--- config.mk ---
export PLATFORM = sky130hd
export DESIGN_NAME = mshr_idx_pool
export DESIGN_NICKNAME = d
export VERILOG_FILES = /design/src/rtl/toy_pack.sv /design/src/rtl/cmn_lead_one.sv /design/src/rtl/mshr_idx_pool.sv
export SDC_FILE = /design/constraint.sdc
export NUM_CORES = 1
export LEC_CHECK = 0
export ABC_AREA = 1
export BUFFER_PORTS_ARGS = -buffer_cell sky130_fd_sc_hd__buf_4
export CAP_MARGIN = 0
export CORE_MARGIN = 2
export CORE_UTILIZATION = 30
export DETAILED_ROUTE_END_ITERATION = 12
export PLACE_DENSITY_LB_ADDON = 0.2
export SYNTH_ARGS = -nofsm -noshare
export SYNTH_HDL_FRONTEND = slang
export SYNTH_HIERARCHICAL = 1
export SYNTH_SLANG_ARGS = --single-unit
export TNS_END_PERCENT = 1
--- constraint.sdc ---
create_clock -name clk -period 2.3 [get_ports clk]
set_input_delay 0.46 -clock clk [delete_from_list [all_inputs] [get_ports clk]]
set_output_delay 0.46 -clock clk [all_outputs]
set_load 0.05 [all_outputs]
--- src/rtl/toy_pack.sv ---
// Shared MSHR sizing constants and the entry index type.
package toy_pack;

    localparam int MSHR_ENTRY_NUM = 8;

    typedef logic [$clog2(MSHR_ENTRY_NUM)-1:0] mshr_idx_t;

endpackage

--- src/rtl/cmn_lead_one.sv ---
// Lowest-set-bit finder: isolates the least significant 1 of vec and
// reports it as a one-hot mask, a binary index and a valid flag.
module cmn_lead_one #(
    parameter int WIDTH = 8,
    parameter int BIN_W = (WIDTH > 1) ? $clog2(WIDTH) : 1
) (
    input  logic [WIDTH-1:0] vec,
    output logic [WIDTH-1:0] onehot,
    output logic [BIN_W-1:0] bin,
    output logic             vld
);

    localparam logic [WIDTH-1:0] ONE = 1;

    // Two's-complement trick keeps only the lowest set bit.
    assign onehot = vec & (~vec + ONE);
    assign vld    = |vec;

    // Encode the one-hot mask; bits are mutually exclusive so OR-ing is exact.
    always_comb begin
        bin = '0;
        for (int i = 0; i < WIDTH; i++) begin
            if (onehot[i]) begin
                bin = bin | BIN_W'(i);
            end
        end
    end

endmodule

--- src/rtl/mshr_idx_pool.sv ---
// MSHR index pool: tracks each entry as FREE / RSVD / BUSY, keeps a small
// FIFO of pre-reserved free indices ready for the consumer, and validates
// releases coming back from BUSY entries.
module mshr_idx_pool
    import toy_pack::*;
#(
    parameter int ENTRY_NUM   = MSHR_ENTRY_NUM,
    parameter int BUF_DEPTH   = 2,
    parameter int INDEX_WIDTH = $clog2(ENTRY_NUM)
) (
    input  logic                   clk,
    input  logic                   rst_n,
    output logic                   alloc_vld,
    input  logic                   alloc_rdy,
    output logic [INDEX_WIDTH-1:0] alloc_idx,
    input  logic                   rel_vld,
    input  logic [INDEX_WIDTH-1:0] rel_idx,
    output logic                   rel_err,
    output logic [ENTRY_NUM-1:0]   busy_vec,
    output logic [INDEX_WIDTH:0]   free_cnt
);

    localparam int PTR_W = (BUF_DEPTH > 1) ? $clog2(BUF_DEPTH) : 1;
    localparam int CNT_W = $clog2(BUF_DEPTH + 1);

    localparam logic [ENTRY_NUM-1:0] ENTRY_ONE = 1;
    localparam logic [INDEX_WIDTH:0] FCNT_ONE  = 1;
    localparam logic [INDEX_WIDTH:0] FCNT_INIT = (INDEX_WIDTH+1)'(ENTRY_NUM);
    localparam logic [CNT_W-1:0]     OCC_ONE   = 1;
    localparam logic [CNT_W-1:0]     OCC_FULL  = CNT_W'(BUF_DEPTH);
    localparam logic [PTR_W-1:0]     PTR_ONE   = 1;
    localparam logic [PTR_W-1:0]     PTR_LAST  = PTR_W'(BUF_DEPTH - 1);

    // Entry state: RSVD is implied by neither FREE nor BUSY.
    logic [ENTRY_NUM-1:0]   free_reg;
    logic [ENTRY_NUM-1:0]   busy_reg;
    logic [ENTRY_NUM-1:0]   free_next;
    logic [ENTRY_NUM-1:0]   busy_next;

    // Reservation buffer.
    logic [INDEX_WIDTH-1:0] buf_reg [BUF_DEPTH];
    logic [PTR_W-1:0]       wr_ptr_reg;
    logic [PTR_W-1:0]       rd_ptr_reg;
    logic [CNT_W-1:0]       occ_reg;
    logic [CNT_W-1:0]       occ_next;

    logic [INDEX_WIDTH:0]   free_cnt_reg;
    logic [INDEX_WIDTH:0]   free_cnt_next;
    logic                   rel_err_reg;

    logic [ENTRY_NUM-1:0]   sel_onehot;
    logic [INDEX_WIDTH-1:0] sel_idx;
    logic                   sel_vld;

    logic                   push;
    logic                   pop;
    logic                   rel_in_range;
    logic                   rel_ok;
    logic [INDEX_WIDTH-1:0] head_idx;
    logic [ENTRY_NUM-1:0]   push_oh;
    logic [ENTRY_NUM-1:0]   pop_oh;
    logic [ENTRY_NUM-1:0]   rel_oh;

    function automatic logic [PTR_W-1:0] ptr_inc(input logic [PTR_W-1:0] p);
        return (p == PTR_LAST) ? '0 : p + PTR_ONE;
    endfunction

    cmn_lead_one #(
        .WIDTH (ENTRY_NUM),
        .BIN_W (INDEX_WIDTH)
    ) u_lead_one (
        .vec    (free_reg),
        .onehot (sel_onehot),
        .bin    (sel_idx),
        .vld    (sel_vld)
    );

    // Out-of-range check only exists when the index field can exceed the entry count.
    generate
        if ((1 << INDEX_WIDTH) > ENTRY_NUM) begin : g_range
            assign rel_in_range = ({1'b0, rel_idx} < FCNT_INIT);
        end else begin : g_norange
            assign rel_in_range = 1'b1;
        end
    endgenerate

    assign head_idx = buf_reg[rd_ptr_reg];

    // Push looks only at registered occupancy, so a same-cycle pop never frees room early.
    assign push   = (occ_reg != OCC_FULL) && sel_vld;
    assign pop    = (occ_reg != '0) && alloc_rdy;
    assign rel_ok = rel_vld && rel_in_range && busy_reg[rel_idx];

    assign push_oh = push   ? sel_onehot            : '0;
    assign pop_oh  = pop    ? (ENTRY_ONE << head_idx) : '0;
    assign rel_oh  = rel_ok ? (ENTRY_ONE << rel_idx)  : '0;

    // Pushed entry was FREE, popped entry RSVD, released entry BUSY: all distinct.
    assign free_next = (free_reg & ~push_oh) | rel_oh;
    assign busy_next = (busy_reg & ~rel_oh) | pop_oh;

    // Next occupancy and free count from the push/pop/release events.
    always_comb begin
        occ_next      = occ_reg;
        free_cnt_next = free_cnt_reg;
        case ({push, pop})
            2'b10:   occ_next = occ_reg + OCC_ONE;
            2'b01:   occ_next = occ_reg - OCC_ONE;
            default: occ_next = occ_reg;
        endcase
        case ({rel_ok, push})
            2'b10:   free_cnt_next = free_cnt_reg + FCNT_ONE;
            2'b01:   free_cnt_next = free_cnt_reg - FCNT_ONE;
            default: free_cnt_next = free_cnt_reg;
        endcase
    end

    // Per-entry FREE/BUSY flags.
    generate
        for (genvar gi = 0; gi < ENTRY_NUM; gi++) begin : g_entry
            // Entry state register; reset returns every entry to FREE.
            always_ff @(posedge clk or negedge rst_n) begin
                if (!rst_n) begin
                    free_reg[gi] <= 1'b1;
                    busy_reg[gi] <= 1'b0;
                end else begin
                    free_reg[gi] <= free_next[gi];
                    busy_reg[gi] <= busy_next[gi];
                end
            end
        end
    endgenerate

    // Buffer slots.
    generate
        for (genvar gi = 0; gi < BUF_DEPTH; gi++) begin : g_slot
            // Capture the selected free index into the slot under the write pointer.
            always_ff @(posedge clk or negedge rst_n) begin
                if (!rst_n) begin
                    buf_reg[gi] <= '0;
                end else if (push && (wr_ptr_reg == PTR_W'(gi))) begin
                    buf_reg[gi] <= sel_idx;
                end
            end
        end
    endgenerate

    // Buffer pointers, occupancy, free count and release-error pulse.
    always_ff @(posedge clk or negedge rst_n) begin
        if (!rst_n) begin
            wr_ptr_reg   <= '0;
            rd_ptr_reg   <= '0;
            occ_reg      <= '0;
            free_cnt_reg <= FCNT_INIT;
            rel_err_reg  <= 1'b0;
        end else begin
            if (push) begin
                wr_ptr_reg <= ptr_inc(wr_ptr_reg);
            end
            if (pop) begin
                rd_ptr_reg <= ptr_inc(rd_ptr_reg);
            end
            occ_reg      <= occ_next;
            free_cnt_reg <= free_cnt_next;
            rel_err_reg  <= rel_vld && !rel_ok;
        end
    end

    assign alloc_vld = (occ_reg != '0);
    assign alloc_idx = head_idx;
    assign rel_err   = rel_err_reg;
    assign busy_vec  = busy_reg;
    assign free_cnt  = free_cnt_reg;

endmodule
Yosys cells after proc, flatten, opt, wreduce, memory -nomap -nowiden
Cells that the tools add are included.
{"block": "op_classes", "addsub": 7, "order_cmp": 2, "eq_ne": 5, "shifts": 2, "n_mux": 19, "bitwise": 10, "reduce_logical": 11}
{"operator": "$and 8x8->8", "count": 3}
{"operator": "$mux 8", "count": 3}
{"operator": "$not 8->8", "count": 3}
{"operator": "$mux 3", "count": 7}
{"operator": "$or 8x8->8", "count": 2}
{"operator": "$shl 1x3->8 const A", "count": 2}
{"operator": "$add 8x1->8 const B", "count": 1}
{"operator": "$pmux 4 s2", "count": 1}
{"operator": "$reduce_or 8->1", "count": 1}
{"operator": "$logic_and 1x1->1", "count": 6}
{"operator": "$reduce_bool 2->1", "count": 3}
{"operator": "$add 4x1->4 const B", "count": 1}
{"operator": "$eq 2x1->1 const B", "count": 2}
{"operator": "$eq 2x2->1 const B", "count": 2}
{"operator": "$lt 3x4->1 const B", "count": 1}
{"operator": "$mux 1", "count": 4}
{"operator": "$mux 2", "count": 2}
{"operator": "$pmux 2 s2", "count": 1}
{"operator": "$sub 4x1->4 const B", "count": 1}
{"operator": "$bmux 1 s3", "count": 1}
{"operator": "$add 1x1->1 const B", "count": 2}
{"operator": "$add 2x1->2 const B", "count": 1}
{"operator": "$ge 2x2->1 const B", "count": 1}
{"operator": "$ne 2x2->1 const B", "count": 1}
{"operator": "other kinds (4)", "count": 4}
{"block": "totals", "reg_bits": 31, "input_bits": 7, "output_inout_bits": 17, "elab_cells": 79}

Logic depth before layout (Yosys ltp)
{"block": "depth", "depth_word": 10, "mapped_depth": 17, "mapped_depth_nobuf": 16}

By module
The synthesis kept the hierarchy.
{"mod": "mshr_idx_pool", "n_inst": 1, "cells_per_inst": 197, "area_each_um2": 1594.0, "seq_area_each_um2": 787.0}
{"mod": "cmn_lead_one", "n_inst": 1, "cells_per_inst": 34, "area_each_um2": 200.2, "seq_area_each_um2": 0.0}

Worst setup path before layout
OpenSTA, ideal clock, no wires.
{"block": "synth_timing", "path_kind": "register to register", "startpoint": "register busy_reg[6] (netlist: busy_vec[6])", "endpoint": "register free_cnt_reg[2] (netlist: free_cnt[2])", "setup_ps": 123, "arrival_time_ps": 2215, "required_ps": 2177, "path_slack_ps": -37, "path_stages_with_launch": 14, "path_buffers": 0, "period_less_slack_ps": 2337, "path_cell_list": "dfrtp_1 -> inv_1 -> o21ai_1 -> nand2_1 -> nand2_1 -> o21a_1 -> nand2_1 -> ha_1 -> xor2_1 -> ha_1 -> a21o_1 -> or2_0 -> nand3_1 -> o21ai_1"}
{"block": "synth_via", "elab_chain_len": 5, "word_cells_on_any_way": 7, "classes_between": "eq/ne: 2; mux: 3; reduce/logical: 2"}
{"item": "start, declared", "line_no": "mshr_idx_pool.sv:36", "text": "logic [ENTRY_NUM-1:0] busy_reg;"}
{"item": "start signal, assigned by index", "line_no": "mshr_idx_pool.sv:128", "text": "busy_reg[gi] <= busy_next[gi];"}
{"item": "$bmux 1 s3 *", "line_no": "mshr_idx_pool.sv:92", "text": "assign rel_ok = rel_vld && rel_in_range && busy_reg[rel_idx];"}
{"item": "$mux 1 (not written as such) *", "line_no": "mshr_idx_pool.sv:92"}
{"item": "$logic_and 1x1->1 *", "line_no": "mshr_idx_pool.sv:92"}
{"item": "$eq 2x1->1 or $eq 2x2->1 (tied branches)", "line_no": "mshr_idx_pool.sv:111", "text": "case ({rel_ok, push})"}
{"item": "$pmux 4 s2 or $reduce_bool 2->1 (tied branches)"}
{"item": "end signal, assigned", "line_no": "mshr_idx_pool.sv:164", "text": "free_cnt_reg <= free_cnt_next;"}
{"item": "end, declared", "line_no": "mshr_idx_pool.sv:47", "text": "logic [INDEX_WIDTH:0] free_cnt_reg;"}
Mark *: on every way between the ends. The rest lies on a longest branch, timed or not. The select of a mux whose other input is x is not followed.
A chain may end at the register's enable or synchronous reset.

Worst setup path after layout
{"block": "layout_timing", "startpoint": "register free_reg[0]", "endpoint": "register free_cnt_reg[2] (netlist: free_cnt[2])"}
{"block": "layout_via", "elab_chain_len": 4, "word_cells_on_any_way": 6, "classes_between": "eq/ne: 2; mux: 1; reduce/logical: 3"}
{"item": "start, declared", "line_no": "mshr_idx_pool.sv:35", "text": "logic [ENTRY_NUM-1:0] free_reg;"}
{"item": "start signal, assigned by index", "line_no": "mshr_idx_pool.sv:127", "text": "free_reg[gi] <= free_next[gi];"}
{"item": "$reduce_or 8->1 *", "line_no": "cmn_lead_one.sv:17", "text": "assign vld = |vec;"}
{"item": "net sel_vld", "line_no": "mshr_idx_pool.sv:53", "text": "logic sel_vld;"}
{"item": "$logic_and 1x1->1 *", "line_no": "mshr_idx_pool.sv:90", "text": "assign push = (occ_reg != OCC_FULL) && sel_vld;"}
{"item": "$eq 2x1->1 or $eq 2x2->1 (tied branches)", "line_no": "mshr_idx_pool.sv:111"}
{"item": "$pmux 4 s2 or $reduce_bool 2->1 (tied branches)"}
The timed path passes the listed nets; every way through them passes the cells marked *.

==> results.py <==
metrics = {
    "run_status": {
        "run_status": "finished clean",
    },
    "synth": {
        "yosys.cell_types.count": 33,
        "flip_flop_and_latch_count_after_synthesis": 31,
        "synthesis.yosys.warnings": 6,
        "yosysTopAreaCellShare": 0.307,
        "netlist_area_um2": 1790,
        "synthesis.instances": 231,
        "yosysTopAreaCell": "sky130_fd_sc_hd__dfrtp_1",
        "synth_area_per_cell_um2": 7.77,
        "ys_seq_area_frac": 0.439,
        "syn_nets": 242,
        "synth_top_cells_by_area": "sky130_fd_sc_hd__dfrtp_1 31%, sky130_fd_sc_hd__nand2_1 18%, sky130_fd_sc_hd__dfstp_2 13%, sky130_fd_sc_hd__inv_1 5.9%, sky130_fd_sc_hd__nand4_1 3.8%",
    },
    "worst_setup_path": {
        "cp_cell_sequence": "nor2_4 > nand2_4 > nor2_8 > nand4_1 > o21ai_2 > inv_2 > ha_4 > xor2_1 > ha_2 > a21o_1 > or2_1 > nand3_1 > o21ai_1",
        "crit_arrival_ns": 2.32,
        "crit_path_max_fanout": 5,
        "cp-start-kind": "flop",
        "crit_path_top_delay_cell": "sky130_fd_sc_hd__dfstp_2",
        "r2r_slack_ns": 0.15,
        "cpPeakStageDelay_ns": 0.40,
        "crit_required_ns": 2.47,
        "crit_type": "flop to flop",
        "critical_path.endpoint_type": "flop",
    },
    "drt": {
        "initialDrtViolationCount": 68,
        "ant_nets": 0,
        "routed_wl_um": 4120,
        "drc": 0,
        "dr.pass1.iters": 4,
        "routed_wire_length_per_instance_um": 12.0,
        "via_density_per_instance": 4.40,
        "vias": 1512,
    },
    "place": {
        "place_hpwl_um": 3100,
        "globalplace.congestion": 0.830,
        "placed_cells_incl_taps": 329,
        "io_buffer_count": 23,
    },
    "timing": {
        "timing.clock.skew_ns": 0.00612,
        "worst_pin_slew_ns": 0.413,
        "final-hold-violation-count": 0,
        "finalMaxSlewViolations": 0,
        "finalWorstPathRequiredPeriod_ns": 2.15,
        "timing.final.crit_share": 0.936,
        "fin_hold_ws_ns": 0.111,
        "max_freq_ghz": 0.465,
        "slew-limit-headroom": 0.724,
        "setup_viol_count_final": 0,
    },
    "flow_run": {
        "max_cap_violations": 0,
    },
    "grt": {
        "grt-ovfl-total": 0,
        "groute.usage.overall": 0.135,
        "grt_first_pass_wirelength_um": 6770,
        "grt_max_degree": 32,
        "vias_in_the_first_global_route": 1487,
        "number_of_antenna_violations_at_the_first_check_in_global_routing": 0,
    },
    "die": {
        "start_util": 0.307,
        "die_width_um": 81.3,
        "design.core.area_um2": 5850,
        "placement_rows": 28,
        "chipHeight_um": 81.3,
        "num_io_pins": 24,
        "die_area_um2": 6620,
    },
    "layout": {
        "final-instance-count-excl-fill": 344,
        "num_antenna_cells": 0,
        "signed_area_change_from_the_synthesized_netlist_to_the_final_layout_pct": 24.3,
        "drive_gt1_frac": 0.305,
        "layout_commonest_cell": "sky130_fd_sc_hd__nand2_1",
        "number_of_nets_in_the_final_layout": 279,
        "n_fill_cell": 641,
        "mostFrequentLayoutCells": "87 x sky130_fd_sc_hd__nand2_1, 34 x sky130_fd_sc_hd__buf_4, 28 x sky130_fd_sc_hd__inv_1",
    },
    "clock_tree": {
        "worst_setup_hold_path_clk_slew_ns": 0.07,
        "cts_buffers": 5,
        "clock_sinks": 31,
        "cts_max_level": 2,
        "clock-root-buffer": "sky130_fd_sc_hd__clkbuf_8",
        "worst_skew_pair.late_latency_ns": 0.28,
        "cts-root-to-sink-buffers": 2,
        "cts_tree": "done",
        "cts-hold-fix-buffers": 0,
    },
    "hold_path": {
        "timing.hold.worst.class": "primary input to asynchronous set/reset pin",
    },
}
-- per-stage QoR --
step	setup WS, ns	util	area [µm²]	setup TNS (ns)
floorplan	0.00625	-	1800	0
global placement	0.0486	0.355	2080	0
detailed placement	-0.0118	0.355	2080	-0.0118
CTS	0.0503	0.370	2160	0
global route	-0.0206	0.381	2230	-0.0206
finish	0.148	0.381	2230	0
-- path summary, 6_finish.rpt --
kind / startpoint / end / depth (start not counted)
max in group asynchronous: rst_n / free_reg[7] / 1
max: free_reg[0] / free_cnt[2] / 13
min reg2reg: free_reg[7] / free_reg[7] / 2
min: rst_n / busy_vec[2] / 1
min in group clk: rel_vld / rel_err / 3
max reg2reg: free_reg[0] / free_cnt[2] / 13
-- cells by family (layout without fill, tap and decap cells) --
group,count (synthesis),after routing,share of synthesized area
AO/OA/AOI/OAI,23,23,0.0844
XOR/XNOR,5,5,0.0244
AND/OR/NAND/NOR,129,129,0.338
buffers and inverters,39,77,0.0865
adder cells (fa/ha/maj),4,4,0.0279
flip-flops,31,31,0.439
-- timing repair --
item / CTS / global route
gates resized for setup: 0 / 4
endpoints found under the setup margin: 0 / 1
buffers inserted: 0 / 7
-- cell type report --
| cell class | count | area (µm²) | share of cell area |
|---|---|---|---|
| flip-flops and latches | 31 | 790 | 0.354 |
| inverters | 35 | 134 | 0.0600 |
| multi-input cells | 161 | 875 | 0.392 |
| repair buffers | 34 | 255 | 0.114 |
| clock buffers | 5 | 68.8 | 0.0308 |
| well taps | 75 | 93.8 | 0.0421 |
| clock inverters | 3 | 15.0 | 0.00673 |
-- Yosys cell counts (all sizes together) --
cell type	number
nand3	5
nand4	11
nor3	4
buf	3
o21ai	17
xor2	3
or2	5
nand2	93
dfrtp	22
xnor2	2
clkbuf	1
dfstp	9
o21a	1
inv	35
ha	4
a21oi	2
a21o	1
nor2	11
o211ai	2
-- critical path, delay by kind of cell, from the launching register on --
kind | cells | cell delay, ns
XOR/XNOR | 1 | 0.15
AND/OR/NAND/NOR | 6 | 0.76
adder cells (fa/ha/maj) | 2 | 0.34
buffers and inverters | 1 | 0.08
AO/OA/AOI/OAI | 3 | 0.31
flip-flops | 1 | 0.40
-- per-layer routing --
metal	wire [µm]	GRT usage	vias to the layer above
met1	2020	0.181	683
met2	1890	0.215	27
met4	28	0.0356	0
met5	0	0	-
met3	177	0.0333	5
li1	-	-	797
Power is not shown: default switching activity piles up to over one toggle a cycle in this logic, so the estimate is an artifact.
